<file path="src/rtl/calc_pkg.sv">
// calc_pkg: shared constants and types for the calculator engine.
// Key codes, operator and state encodings, default sizing and the display
// limit helper used by calc_core and bin2bcd_seq.
package calc_pkg;

  localparam int DIGITS_DEF = 8;
  localparam int MAG_W_DEF  = 27;

  localparam logic [3:0] KEY_ADD  = 4'd10;
  localparam logic [3:0] KEY_SUB  = 4'd11;
  localparam logic [3:0] KEY_MUL  = 4'd12;
  localparam logic [3:0] KEY_EQ   = 4'd13;
  localparam logic [3:0] KEY_CLR  = 4'd14;
  localparam logic [3:0] KEY_BKSP = 4'd15;

  typedef enum logic [1:0] {
    OP_NONE = 2'd0,
    OP_ADD  = 2'd1,
    OP_SUB  = 2'd2,
    OP_MUL  = 2'd3
  } op_t;

  typedef enum logic [2:0] {
    ST_ENTRY_A = 3'd0,
    ST_OP_WAIT = 3'd1,
    ST_ENTRY_B = 3'd2,
    ST_RESULT  = 3'd3,
    ST_ERROR   = 3'd4
  } state_t;

  // 10^n, evaluated at elaboration time for parameter-derived limits
  function automatic longint pow10(input int n);
    longint r;
    r = 1;
    for (int i = 0; i < n; i++) r = r * 10;
    return r;
  endfunction

  localparam longint DISP_MAX = pow10(DIGITS_DEF) - 1;

endpackage

</file>
<file path="src/rtl/bin2bcd_seq.sv">
// bin2bcd_seq: sequential shift-add-3 binary to packed BCD converter.
// One load cycle, MAG_W shift cycles, then done is held for one cycle while
// busy is still high so the consumer can latch o_bcd. A start while busy
// restarts the conversion with the new operand.
module bin2bcd_seq
  import calc_pkg::*;
#(
  parameter int DIGITS = DIGITS_DEF,
  parameter int MAG_W  = MAG_W_DEF
) (
  input  logic                  i_clk,
  input  logic                  i_srst,
  input  logic                  i_start,
  input  logic [MAG_W-1:0]      i_bin,
  output logic                  o_busy,
  output logic                  o_done,
  output logic [4*DIGITS-1:0]   o_bcd
);

  localparam int BW    = 4 * DIGITS;
  localparam int CNT_W = $clog2(MAG_W + 1);

  logic [MAG_W-1:0] r_bin;
  logic [BW-1:0]    r_bcd;
  logic [CNT_W-1:0] r_cnt;
  logic             r_busy;
  logic             r_done;
  logic [BW-2:0]    w_adj;

  // Add 3 to every digit >= 5 before the shift. The top digit is never
  // adjusted: inputs stay below 10^DIGITS, so it holds at most 4 before the
  // final shift and only its low three bits move on.
  genvar gi;
  generate
    for (gi = 0; gi < DIGITS - 1; gi++) begin : g_adj
      assign w_adj[4*gi +: 4] = (r_bcd[4*gi +: 4] >= 4'd5) ?
                                r_bcd[4*gi +: 4] + 4'd3 : r_bcd[4*gi +: 4];
    end
  endgenerate
  assign w_adj[BW-2:BW-4] = r_bcd[BW-2:BW-4];

  // Load, shift MAG_W times, flag done, then drop busy on the following edge
  always_ff @(posedge i_clk) begin
    if (i_srst) begin
      r_bin  <= '0;
      r_bcd  <= '0;
      r_cnt  <= '0;
      r_busy <= 1'b0;
      r_done <= 1'b0;
    end else if (i_start) begin
      r_bin  <= i_bin;
      r_bcd  <= '0;
      r_cnt  <= '0;
      r_busy <= 1'b1;
      r_done <= 1'b0;
    end else if (r_busy) begin
      if (r_done) begin
        r_busy <= 1'b0;
        r_done <= 1'b0;
      end else begin
        r_bcd <= {w_adj, r_bin[MAG_W-1]};
        r_bin <= {r_bin[MAG_W-2:0], 1'b0};
        r_cnt <= r_cnt + 1'b1;
        if (r_cnt == CNT_W'(MAG_W - 1)) r_done <= 1'b1;
      end
    end
  end

  assign o_busy = r_busy;
  assign o_done = r_done;
  assign o_bcd  = r_bcd;

endmodule

</file>
<file path="src/rtl/calc_core.sv">
// calc_core: keypad-driven calculator engine (operand entry, left-to-right
// operator chaining, +/-/* with range check) feeding a BCD display.
// Build option: define CALC_MUL_EN to enable key 12 as multiply; when it is
// undefined key 12 is ignored and no multiplier is built.
module calc_core
  import calc_pkg::*;
#(
  parameter int DIGITS = DIGITS_DEF,
  parameter int MAG_W  = MAG_W_DEF
) (
  input  logic                  sw_clk,
  input  logic                  rst,
  input  logic [4:0]            eBCD,
  output logic [4*DIGITS-1:0]   bcd,
  output logic                  neg,
  output logic                  err,
  output logic                  busy,
  output logic                  disp_upd
);

  localparam int AW = MAG_W + 1;
  localparam int PW = 2 * AW;
  localparam logic [MAG_W-1:0] DIG_LIM_M  = MAG_W'(pow10(DIGITS - 1));
  localparam logic [PW-1:0]    DISP_LIM_W = PW'(pow10(DIGITS) - 1);

  logic                     r_key_vld, r_key_vld_d;
  logic [3:0]               r_key_code;
  state_t                   r_state, w_state_next;
  op_t                      r_op, w_op_next, w_key_op;
  logic [MAG_W-1:0]         r_cur, w_cur_next, w_cur_app, w_cur_div, w_digit;
  logic signed [AW-1:0]     r_acc, w_acc_next, w_res_acc;
  logic [AW-1:0]            w_acc_next_mag;
  logic signed [PW-1:0]     w_a_ext, w_b_ext, w_res_wide;
  logic [PW-1:0]            w_res_mag;
  logic                     w_ovf, w_event, w_accept, w_is_digit, w_is_op, w_start;
  logic [MAG_W-1:0]         w_disp_mag;
  logic                     w_disp_neg;
  logic                     w_conv_busy, w_conv_done;
  logic [4*DIGITS-1:0]      w_conv_bcd;
  logic                     r_neg_pend, r_neg;
  logic [4*DIGITS-1:0]      r_bcd;
  logic                     r_disp_upd;

  // Register the key-valid level and code; an event is the registered 0->1 edge
  always_ff @(posedge sw_clk) begin
    if (rst) begin
      r_key_vld   <= 1'b0;
      r_key_vld_d <= 1'b0;
      r_key_code  <= '0;
    end else begin
      r_key_vld   <= eBCD[4];
      r_key_vld_d <= r_key_vld;
      r_key_code  <= eBCD[3:0];
    end
  end

  assign w_event    = r_key_vld & ~r_key_vld_d;
  assign w_accept   = w_event & (~w_conv_busy | (r_key_code == KEY_CLR));
  assign w_is_digit = (r_key_code < 4'd10);
`ifdef CALC_MUL_EN
  assign w_is_op = (r_key_code == KEY_ADD) | (r_key_code == KEY_SUB) | (r_key_code == KEY_MUL);
`else
  assign w_is_op = (r_key_code == KEY_ADD) | (r_key_code == KEY_SUB);
`endif
  assign w_digit   = MAG_W'(r_key_code);
  assign w_cur_app = r_cur * MAG_W'(10) + w_digit;
  assign w_cur_div = r_cur / MAG_W'(10);

  // Map an operator key to its op encoding
  always_comb begin
    case (r_key_code)
      KEY_SUB: w_key_op = OP_SUB;
      KEY_MUL: w_key_op = OP_MUL;
      default: w_key_op = OP_ADD;
    endcase
  end

  // acc op cur at double width so the range check sees the true result
  assign w_a_ext = {{(PW-AW){r_acc[AW-1]}}, r_acc};
  assign w_b_ext = {{(PW-MAG_W){1'b0}}, r_cur};
  always_comb begin
    case (r_op)
      OP_ADD:  w_res_wide = w_a_ext + w_b_ext;
      OP_SUB:  w_res_wide = w_a_ext - w_b_ext;
`ifdef CALC_MUL_EN
      OP_MUL:  w_res_wide = w_a_ext * w_b_ext;
`endif
      default: w_res_wide = w_a_ext;
    endcase
  end
  assign w_res_mag = w_res_wide[PW-1] ? PW'(-w_res_wide) : PW'(w_res_wide);
  assign w_ovf     = (w_res_mag > DISP_LIM_W);
  assign w_res_acc = w_res_wide[AW-1:0];

  // State register plus operand/accumulator/operator
  always_ff @(posedge sw_clk) begin
    if (rst) begin
      r_state <= ST_ENTRY_A;
      r_op    <= OP_NONE;
      r_cur   <= '0;
      r_acc   <= '0;
    end else begin
      r_state <= w_state_next;
      r_op    <= w_op_next;
      r_cur   <= w_cur_next;
      r_acc   <= w_acc_next;
    end
  end

  // Next state: every accepted key that has an effect also starts a conversion
  always_comb begin
    w_state_next = r_state;
    w_op_next    = r_op;
    w_cur_next   = r_cur;
    w_acc_next   = r_acc;
    w_start      = 1'b0;
    if (w_accept) begin
      if (r_key_code == KEY_CLR) begin
        w_state_next = ST_ENTRY_A;
        w_op_next    = OP_NONE;
        w_cur_next   = '0;
        w_acc_next   = '0;
        w_start      = 1'b1;
      end else if (r_state != ST_ERROR) begin
        if (w_is_digit) begin
          case (r_state)
            ST_ENTRY_A, ST_ENTRY_B: begin
              if (r_cur < DIG_LIM_M) begin
                w_cur_next = w_cur_app;
                w_start    = 1'b1;
              end
            end
            ST_OP_WAIT: begin
              w_cur_next   = w_digit;
              w_state_next = ST_ENTRY_B;
              w_start      = 1'b1;
            end
            ST_RESULT: begin
              w_acc_next   = '0;
              w_cur_next   = w_digit;
              w_state_next = ST_ENTRY_A;
              w_start      = 1'b1;
            end
            default: ;
          endcase
        end else if (w_is_op) begin
          w_start = 1'b1;
          case (r_state)
            ST_ENTRY_A: begin
              w_acc_next   = {1'b0, r_cur};
              w_op_next    = w_key_op;
              w_state_next = ST_OP_WAIT;
            end
            ST_ENTRY_B: begin
              if (w_ovf) begin
                w_state_next = ST_ERROR;
                w_cur_next   = '0;
                w_acc_next   = '0;
              end else begin
                w_acc_next   = w_res_acc;
                w_op_next    = w_key_op;
                w_state_next = ST_OP_WAIT;
              end
            end
            default: begin
              w_op_next    = w_key_op;
              w_state_next = ST_OP_WAIT;
            end
          endcase
        end else if (r_key_code == KEY_EQ) begin
          if (r_state == ST_ENTRY_B) begin
            w_start = 1'b1;
            if (w_ovf) begin
              w_state_next = ST_ERROR;
              w_cur_next   = '0;
              w_acc_next   = '0;
            end else begin
              w_acc_next   = w_res_acc;
              w_state_next = ST_RESULT;
            end
          end else if (r_state == ST_OP_WAIT) begin
            w_state_next = ST_RESULT;
            w_start      = 1'b1;
          end
        end else if (r_key_code == KEY_BKSP) begin
          if ((r_state == ST_ENTRY_A) || (r_state == ST_ENTRY_B)) begin
            w_cur_next = w_cur_div;
            w_start    = 1'b1;
          end
        end
      end
    end
  end

  assign w_acc_next_mag = w_acc_next[AW-1] ? -w_acc_next : w_acc_next;

  // Outputs: value to display after this key, error flag, busy
  always_comb begin
    w_disp_mag = '0;
    w_disp_neg = 1'b0;
    case (w_state_next)
      ST_ENTRY_A, ST_ENTRY_B: w_disp_mag = w_cur_next;
      ST_OP_WAIT, ST_RESULT: begin
        w_disp_mag = MAG_W'(w_acc_next_mag);
        w_disp_neg = w_acc_next[AW-1];
      end
      default: ;
    endcase
    err  = (r_state == ST_ERROR);
    busy = w_conv_busy;
  end

  bin2bcd_seq #(
    .DIGITS (DIGITS),
    .MAG_W  (MAG_W)
  ) u_bin2bcd (
    .i_clk   (sw_clk),
    .i_srst  (rst),
    .i_start (w_start),
    .i_bin   (w_disp_mag),
    .o_busy  (w_conv_busy),
    .o_done  (w_conv_done),
    .o_bcd   (w_conv_bcd)
  );

  // Publish the finished conversion together with its sign and a pulse
  always_ff @(posedge sw_clk) begin
    if (rst) begin
      r_neg_pend <= 1'b0;
      r_neg      <= 1'b0;
      r_bcd      <= '0;
      r_disp_upd <= 1'b0;
    end else begin
      r_disp_upd <= 1'b0;
      if (w_start) r_neg_pend <= w_disp_neg;
      if (w_conv_done) begin
        r_bcd      <= w_conv_bcd;
        r_neg      <= r_neg_pend;
        r_disp_upd <= 1'b1;
      end
    end
  end

  assign bcd      = r_bcd;
  assign neg      = r_neg;
  assign disp_upd = r_disp_upd;

endmodule

</file>
<file path="config.mk">
export PLATFORM = sky130hd
export DESIGN_NAME = calc_core
export DESIGN_NICKNAME = d
export VERILOG_FILES = /design/src/rtl/calc_pkg.sv /design/src/rtl/bin2bcd_seq.sv /design/src/rtl/calc_core.sv
export SDC_FILE = /design/constraint.sdc
export NUM_CORES = 1
export LEC_CHECK = 0
export ABC_AREA = 1
export CAP_MARGIN = 20
export CORE_MARGIN = 8
export CORE_UTILIZATION = 45
export DETAILED_ROUTE_END_ITERATION = 16
export GPL_ROUTABILITY_DRIVEN = 0
export MAX_ROUTING_LAYER = met4
export PLACE_DENSITY_LB_ADDON = 0.1
export SLEW_MARGIN = 25
export SYNTH_ARGS = -nofsm -noshare
export SYNTH_HDL_FRONTEND = slang
export SYNTH_SLANG_ARGS = --single-unit
</file>
<file path="constraint.sdc">
create_clock -name sw_clk -period 12.3 [get_ports sw_clk]
set_input_delay 1.23 -clock sw_clk [delete_from_list [all_inputs] [get_ports sw_clk]]
set_output_delay 1.23 -clock sw_clk [all_outputs]
set_load 0.1 [all_outputs]
</file>
* Yosys cells after proc, flatten, opt, wreduce, memory -nomap -nowiden
Index checks and enable logic that the tools add are counted.
** Cells by class
- $add $sub $neg :: 13
- Multiply operators :: 1
- Divide/modulo/power cells :: 1
- Magnitude comparators :: 10
- Equality and inequality tests :: 20
- Mux-type cells :: 74
- Bitwise operators :: 7
- Reduce and logical (&&, ||, !) cells :: 14
** Operators by type and width (count)
- 27-bit two-way mux :: 15
- 28-bit two-way mux :: 9
- 56-bit case mux with 2 select lines :: 1
- 27-bit case mux with 2 select lines :: 2
- 56-bit by 27-bit > comparator with 1-bit output, second input constant :: 1
- 56-bit two-way mux :: 1
- 56-bit negator :: 1
- 28-bit case mux with 2 select lines :: 1
- 3-bit two-way mux :: 11
- 28-bit by 28-bit adder with 29-bit output :: 1
- 28-bit by 28-bit subtractor with 29-bit output :: 1
- 4-bit by 2-bit adder with 4-bit output, second input constant :: 7
- 4-bit by 3-bit >= comparator with 1-bit output, second input constant :: 7
- 4-bit two-way mux :: 7
- 27-bit by 4-bit adder with 27-bit output :: 1
- 27-bit by 4-bit divider with 27-bit output, second input constant :: 1
- 27-bit by 24-bit < comparator with 1-bit output, second input constant :: 1
- 27-bit by 3-bit multiplier with 26-bit output, second input constant :: 1
- 27-bit negator :: 1
- 4-bit == test, second input constant :: 6
- 1-bit two-way mux :: 18
- 3-bit by 2-bit == test with 1-bit output, second input constant :: 4
- 2-bit two-way mux :: 6
- 2-bit OR reduction :: 5
- other kinds (20) :: 31
** Word-level totals
- Register bits :: 167
- Input port bits :: 7
- Output and inout port bits :: 36
- Word-level logic and storage cells :: 156

* Longest topological paths before layout
Gate-level depths: netlist (run 1).
- Depth after elaboration :: 17
- Gate-level depth with buffers :: 119

* Modules after synthesis
A second synthesis (run 1) with hierarchy kept.
** Second synthesis, totals
- Cells, all modules :: 2860
- Area, all modules :: 17314.1 µm²
** Modules (own cells, without submodules)
- calc_core :: instances 1, cells each 2368, area an instance 13937.1 µm²
- bin2bcd_seq :: instances 1, cells each 492, area an instance 3377.0 µm²

* Worst setup path after synthesis (run 1)
Ideal clock, no wire load.
- Kind :: reg2reg
- From :: reg r_op[0]
- To :: reg u_bin2bcd.r_bin[22]
- Arrival :: 8.442 ns
- Data required time :: 12.181 ns
- Path slack :: 3.739 ns
- Stages on the path, launching flop included :: 77
- Buffers on the path :: 2
- Path through :: dfxtp_1 inv_1 ha_1 clkbuf_1 nor2_1 xor2_1 inv_1 ha_1 a21oi_1 o31ai_1 a21oi_1 o21bai_1 inv_1 o21ai_0 a21oi_1 inv_1 nand2_1 inv_1 [41 not listed] a21oi_1 ha_1 nand3_1 nor3_1 nand3_1 nor3_1 nand3_1 inv_1 nand2_1 inv_1 nand3_1 nor2_1 a21oi_1 or2_2 nand3_1 o21ai_0 nand2_1 a21oi_1
** On the way
- Longest elaborated chain between the ends :: 17
- Elaborated cells on any way between the ends :: 43
** Ends and longest elaborated chain
- start: declaration :: RTL line calc_core.sv:29 : op_t r_op, w_op_next, w_key_op;
- start signal: assignment :: RTL line calc_core.sv:104 : r_op <= w_op_next;
- 2-bit == test / 2-bit by 1-bit == test with 1-bit output (equally long branches) :: RTL line calc_core.sv:82 : case (r_op)
- 56-bit case mux with 2 select lines (*) :: RTL line calc_core.sv:82
- 56-bit negator :: RTL line calc_core.sv:91 : assign w_res_mag = w_res_wide[PW-1] ? PW'(-w_res_wide) : PW'(w_res_wide);
- 56-bit two-way mux :: RTL line calc_core.sv:91
- 56-bit by 27-bit > comparator with 1-bit output :: RTL line calc_core.sv:92 : assign w_ovf = (w_res_mag > DISP_LIM_W);
- 28-bit two-way mux / 3-bit two-way mux (equally long branches) :: RTL line calc_core.sv:155, calc_core.sv:173
- 28-bit two-way mux / 3-bit two-way mux (equally long branches) :: RTL line calc_core.sv:171 : if (r_state == ST_ENTRY_B) begin
- 28-bit two-way mux / 3-bit two-way mux (equally long branches) :: RTL line calc_core.sv:170 : end else if (r_key_code == KEY_EQ) begin
- 28-bit two-way mux / 3-bit two-way mux (equally long branches) :: RTL line calc_core.sv:146 : end else if (w_is_op) begin
- 28-bit two-way mux / 3-bit two-way mux (equally long branches) :: RTL line calc_core.sv:125 : if (w_is_digit) begin
- 28-bit two-way mux / 3-bit two-way mux (equally long branches) :: RTL line calc_core.sv:124 : end else if (r_state != ST_ERROR) begin
- 28-bit two-way mux / 3-bit two-way mux (equally long branches) :: RTL line calc_core.sv:118 : if (r_key_code == KEY_CLR) begin
- 28-bit two-way mux / 3-bit two-way mux (equally long branches) :: RTL line calc_core.sv:117 : if (w_accept) begin
- 27-bit negator (tied with other cells) :: RTL line calc_core.sv:195 : assign w_acc_next_mag = w_acc_next[AW-1] ? -w_acc_next : w_acc_next;
- 27-bit two-way mux / 2-bit OR reduction (equally long branches) :: RTL line calc_core.sv:195, calc_core.sv:201
- 27-bit case mux with 2 select lines (*) :: RTL line calc_core.sv:201 : case (w_state_next)
- 27-bit two-way mux (*) :: RTL line bin2bcd_seq.sv:50 : end else if (i_start) begin
- end signal: assignment :: RTL line bin2bcd_seq.sv:51 : r_bin <= i_bin;
- end signal: assignment :: RTL line bin2bcd_seq.sv:62 : r_bin <= {r_bin[MAG_W-2:0], 1'b0};
- end: declaration :: RTL line bin2bcd_seq.sv:23 : logic [MAG_W-1:0] r_bin;
Every way passes the cells marked *; elsewhere a longest branch is shown, timed or not.
A chain may end at the register's enable or synchronous reset.

* Final worst setup path (run 1)
- From :: reg r_cur[1]
- To :: reg u_bin2bcd.r_bin[22]
** On the way
- Longest elaborated chain between the ends :: 17
- Elaborated cells on any way between the ends :: 60
** Ends and longest elaborated chain
- start: declaration :: RTL line calc_core.sv:30 : logic [MAG_W-1:0] r_cur, w_cur_next, w_cur_app, w_cur_div, w_digit;
- start signal: assignment :: RTL line calc_core.sv:105 : r_cur <= w_cur_next;
- branches (longest 17 deep; another with 27-bit by 4-bit divider with 27-bit output)
Several ways; the timed one is not identified.

==> metrics, run 1 <==
area delta synth->final 7.26%; Longest Clk Path Bufs 2; Max FO, Critical Path 20; reg2reg end u_bin2bcd.r_bin[22]$_SDFFE_PP0P_; EDFF count, synth 0; multiplexer area fraction after synthesis 0.000586; Mapped Area 17,100 µm²; placed cell areas roughly 18,000 µm²; Post-Syn Area per Cell 6.10 µm²; crit path max-delay cell type dfxtp_1; worst hold start r_key_vld$_SDFF_PP0_; min Tclk post-route 10.67 ns; WP data required between 10 and 15 ns; met2 WL post-DR roughly 26,000 µm; # diodes 0; Die Width between 200 and 250 µm; CTS root buffer clkbuf_16; Synth Net Count 2,908; Worst-path clk slew around 0.080 ns; GRT Total Usage 0.270; Die H 211 µm; cell repeated most along the worst path nand2_1; crit path DAT 11.00 ns; Worst-Skew Late Latency 0.46 ns; sequential cell area fraction in the yosys report 0.196; largest stage delay on the critical path between 0.5 and 0.6 ns; initial DRC count around 1,700; cts bufs inserted 17; post-synthesis adder-cell area fraction 0.0746; Slew Viols, Final 0; Vias 18,900; pin count of the biggest net entering global routing 77; DP Wirelength 44,000 µm; DR vias/cell between 5 and 6; Worst-Margin Slew 1.03 ns; nets@finish 2,855; commonest non-fill, non-tap cell in the layout nand2_1; RSZ-0062 raised after global routing false; Max Freq 0.0937 GHz; Residual DRC 0; Routed WL 59,600 µm; final setup fails 0; share of layout cells above drive strength 1 0.0837; final instance area 18,300 µm²; Synth Area in Simple Gates 0.304; number of global-route vias before repair 17,500; H-tree depth 4; first-pass GRT wire length 94,900 µm; r2r startpoint r_cur[1]$_SDFF_PP0_; met3 routed WL between 4000 and 5000 µm; wire per inst 18.2 µm; final worst-path cycle share 0.867; maxcap violations 0; DR pass1 iterations 8; reg2reg setup slack 1.63 ns; clock skew 0.0257 ns; filler cell count between 4,000 and 5,000; number of I/O pins 43; Syn Inst Count between 2,000 and 3,000; Final Hold Vio Count 0; post-synthesis xor/xnor area fraction 0.0461; CTS Hold Bufs 0; worst hold path type reg -> reg; Worst setup EP type register; most frequent cells in the layout nand2_1, o21ai_0, inv_1; post-route ant nets 0; Async SR Flop Fraction 0; core footprint 37,500 µm²; Warnings, synthesis 0; port buffer count 42; Sink Count about 170; Max transition margin 0.314; met1 WL about 26,000 µm; number of synthesized register bits approximately 170; outcome complete, no violations; Hold Path End r_key_vld_d$_SDFF_PP0_; grt ovf 0; hold-critical path depth 2; Post-synth top flop dfxtp_1; Cell variety after synth roughly 60; Reg2Reg Depth 73; crit start category register; Synth Area in Compound Gates 0.253; Rows 71; setup TNS 0 ns; DR top layer met4; CTS tree done; largest family of logic cells by synthesized area simple AND/OR/NAND/NOR gates; Crit Path Category reg -> reg; Initial Utilization 0.456; Die Footprint 44,500 µm²; initial antenna violation count 0
cells by family after synthesis:
group           count (synthesis)
simple gates                 1143
compound gates                768
buf+inv                       532
flops                         167
fa+ha+maj                     100
xor+xnor                       90
mux                             1
what timing repair did:
action,CTS,global route
setup endpoints to repair,0,1
buffers inserted,0,0
resized for setup,0,1
metrics by stage:
step	setup WS [ns]	instances	hold slack, ns	util
final	1.63	3272	0.468	0.489
after global routing	0.224	3272	0.492	0.489
after detailed placement	1.51	3240	0.455	0.472
after global placement	1.92	3240	0.454	0.472
after floorplan	3.74	2801	0.411	-
after CTS	1.46	3272	0.467	0.489
cell type report:
type / instances / area, µm² / share of cell area
Timing Repair Buffer: 75 / 663 / 0.0362
Sequential cell: 167 / 3340 / 0.182
Multi-Input combinational cell: 2102 / 11600 / 0.633
Clock buffer: 17 / 425 / 0.0232
Tap cell: 511 / 639 / 0.0349
Inverter: 385 / 1450 / 0.0793
Clock inverter: 15 / 198 / 0.0108
flip-flops by register name, summed over array words and instances, names as in the netlist, 2 cells and up:
signal           count
bcd                 32
r_acc               28
r_cur               27
r_key_code           4
r_op                 2
r_state              3
u_bin2bcd.o_bcd     32
u_bin2bcd.r_bin     27
u_bin2bcd.r_cnt      5
metal layers:
metal / global-route usage / vias to the layer above
met4: 0.114 / 0
met1: 0.349 / 8613
li1: - / 9323
met3: 0.0415 / 153
met5: - / -
met2: 0.417 / 820
cell usage after synthesis (11+ instances only):
cell type / number / area share
ha_1: 97 / 0.071
clkinv_1: 17 / 0.0037
clkbuf_1: 104 / 0.023
nor2_1: 266 / 0.058
a221oi_1: 22 / 0.011
nor4_1: 12 / 0.0044
a31oi_1: 16 / 0.0059
a21oi_1: 221 / 0.065
a211oi_1: 15 / 0.0066
nand2_4: 13 / 0.0086
inv_2: 31 / 0.0068
dfxtp_1: 167 / 0.20
nand4_1: 48 / 0.018
o22ai_1: 20 / 0.0073
o211ai_1: 27 / 0.012
nand2_2: 72 / 0.026
a22oi_1: 11 / 0.0048
o21ai_0: 366 / 0.11
nand2_1: 428 / 0.094
xnor2_1: 15 / 0.0077
inv_1: 334 / 0.073
buf_6: 14 / 0.0092
nor3_1: 34 / 0.010
xor2_1: 75 / 0.038
nand3_2: 11 / 0.0064
a32oi_1: 11 / 0.0056
nand3_1: 236 / 0.069
or2_2: 16 / 0.0059
worst max-delay path: cells and delay by family, from the launching register on:
kind / cells / cell delay [ns]
flip-flops: 1 / 0.56
AND/OR/NAND/NOR: 36 / 4.66
buffers and inverters: 12 / 0.98
AO/OA/AOI/OAI: 21 / 3.12
adder cells (fa/ha/maj): 3 / 1.05
XOR/XNOR: 1 / 0.18
worst max path at each step:
stage,depth (start not counted),slack [ns],from,end
final,73,1.63,r_cur[1]$_SDFF_PP0_,u_bin2bcd.r_bin[22]$_SDFFE_PP0P_
after global routing,74,0.22,r_cur[1]$_SDFF_PP0_,u_bin2bcd.r_bin[25]$_SDFFE_PP0P_
after CTS,73,1.46,r_cur[1]$_SDFF_PP0_,u_bin2bcd.r_bin[22]$_SDFFE_PP0P_
after detailed placement,73,1.51,r_cur[1]$_SDFF_PP0_,u_bin2bcd.r_bin[22]$_SDFFE_PP0P_
after global placement,76,1.92,r_cur[1]$_SDFF_PP0_,u_bin2bcd.r_bin[22]$_SDFFE_PP0P_
after floorplan,76,3.74,r_op[0]$_SDFFE_PP0P_,u_bin2bcd.r_bin[22]$_SDFFE_PP0P_
Power of run 1 is not shown: default switching activity piles up to over one toggle a cycle in this logic, so the estimate is an artifact.
==> run 2: changes to the inputs <==
Settings changed: CTS_CLUSTER_SIZE set to 12.
==> results of run 2 <==
No change in the layout: final DEF, timing and power equal those of run 1.
Power of run 2 is left out for the same reason.
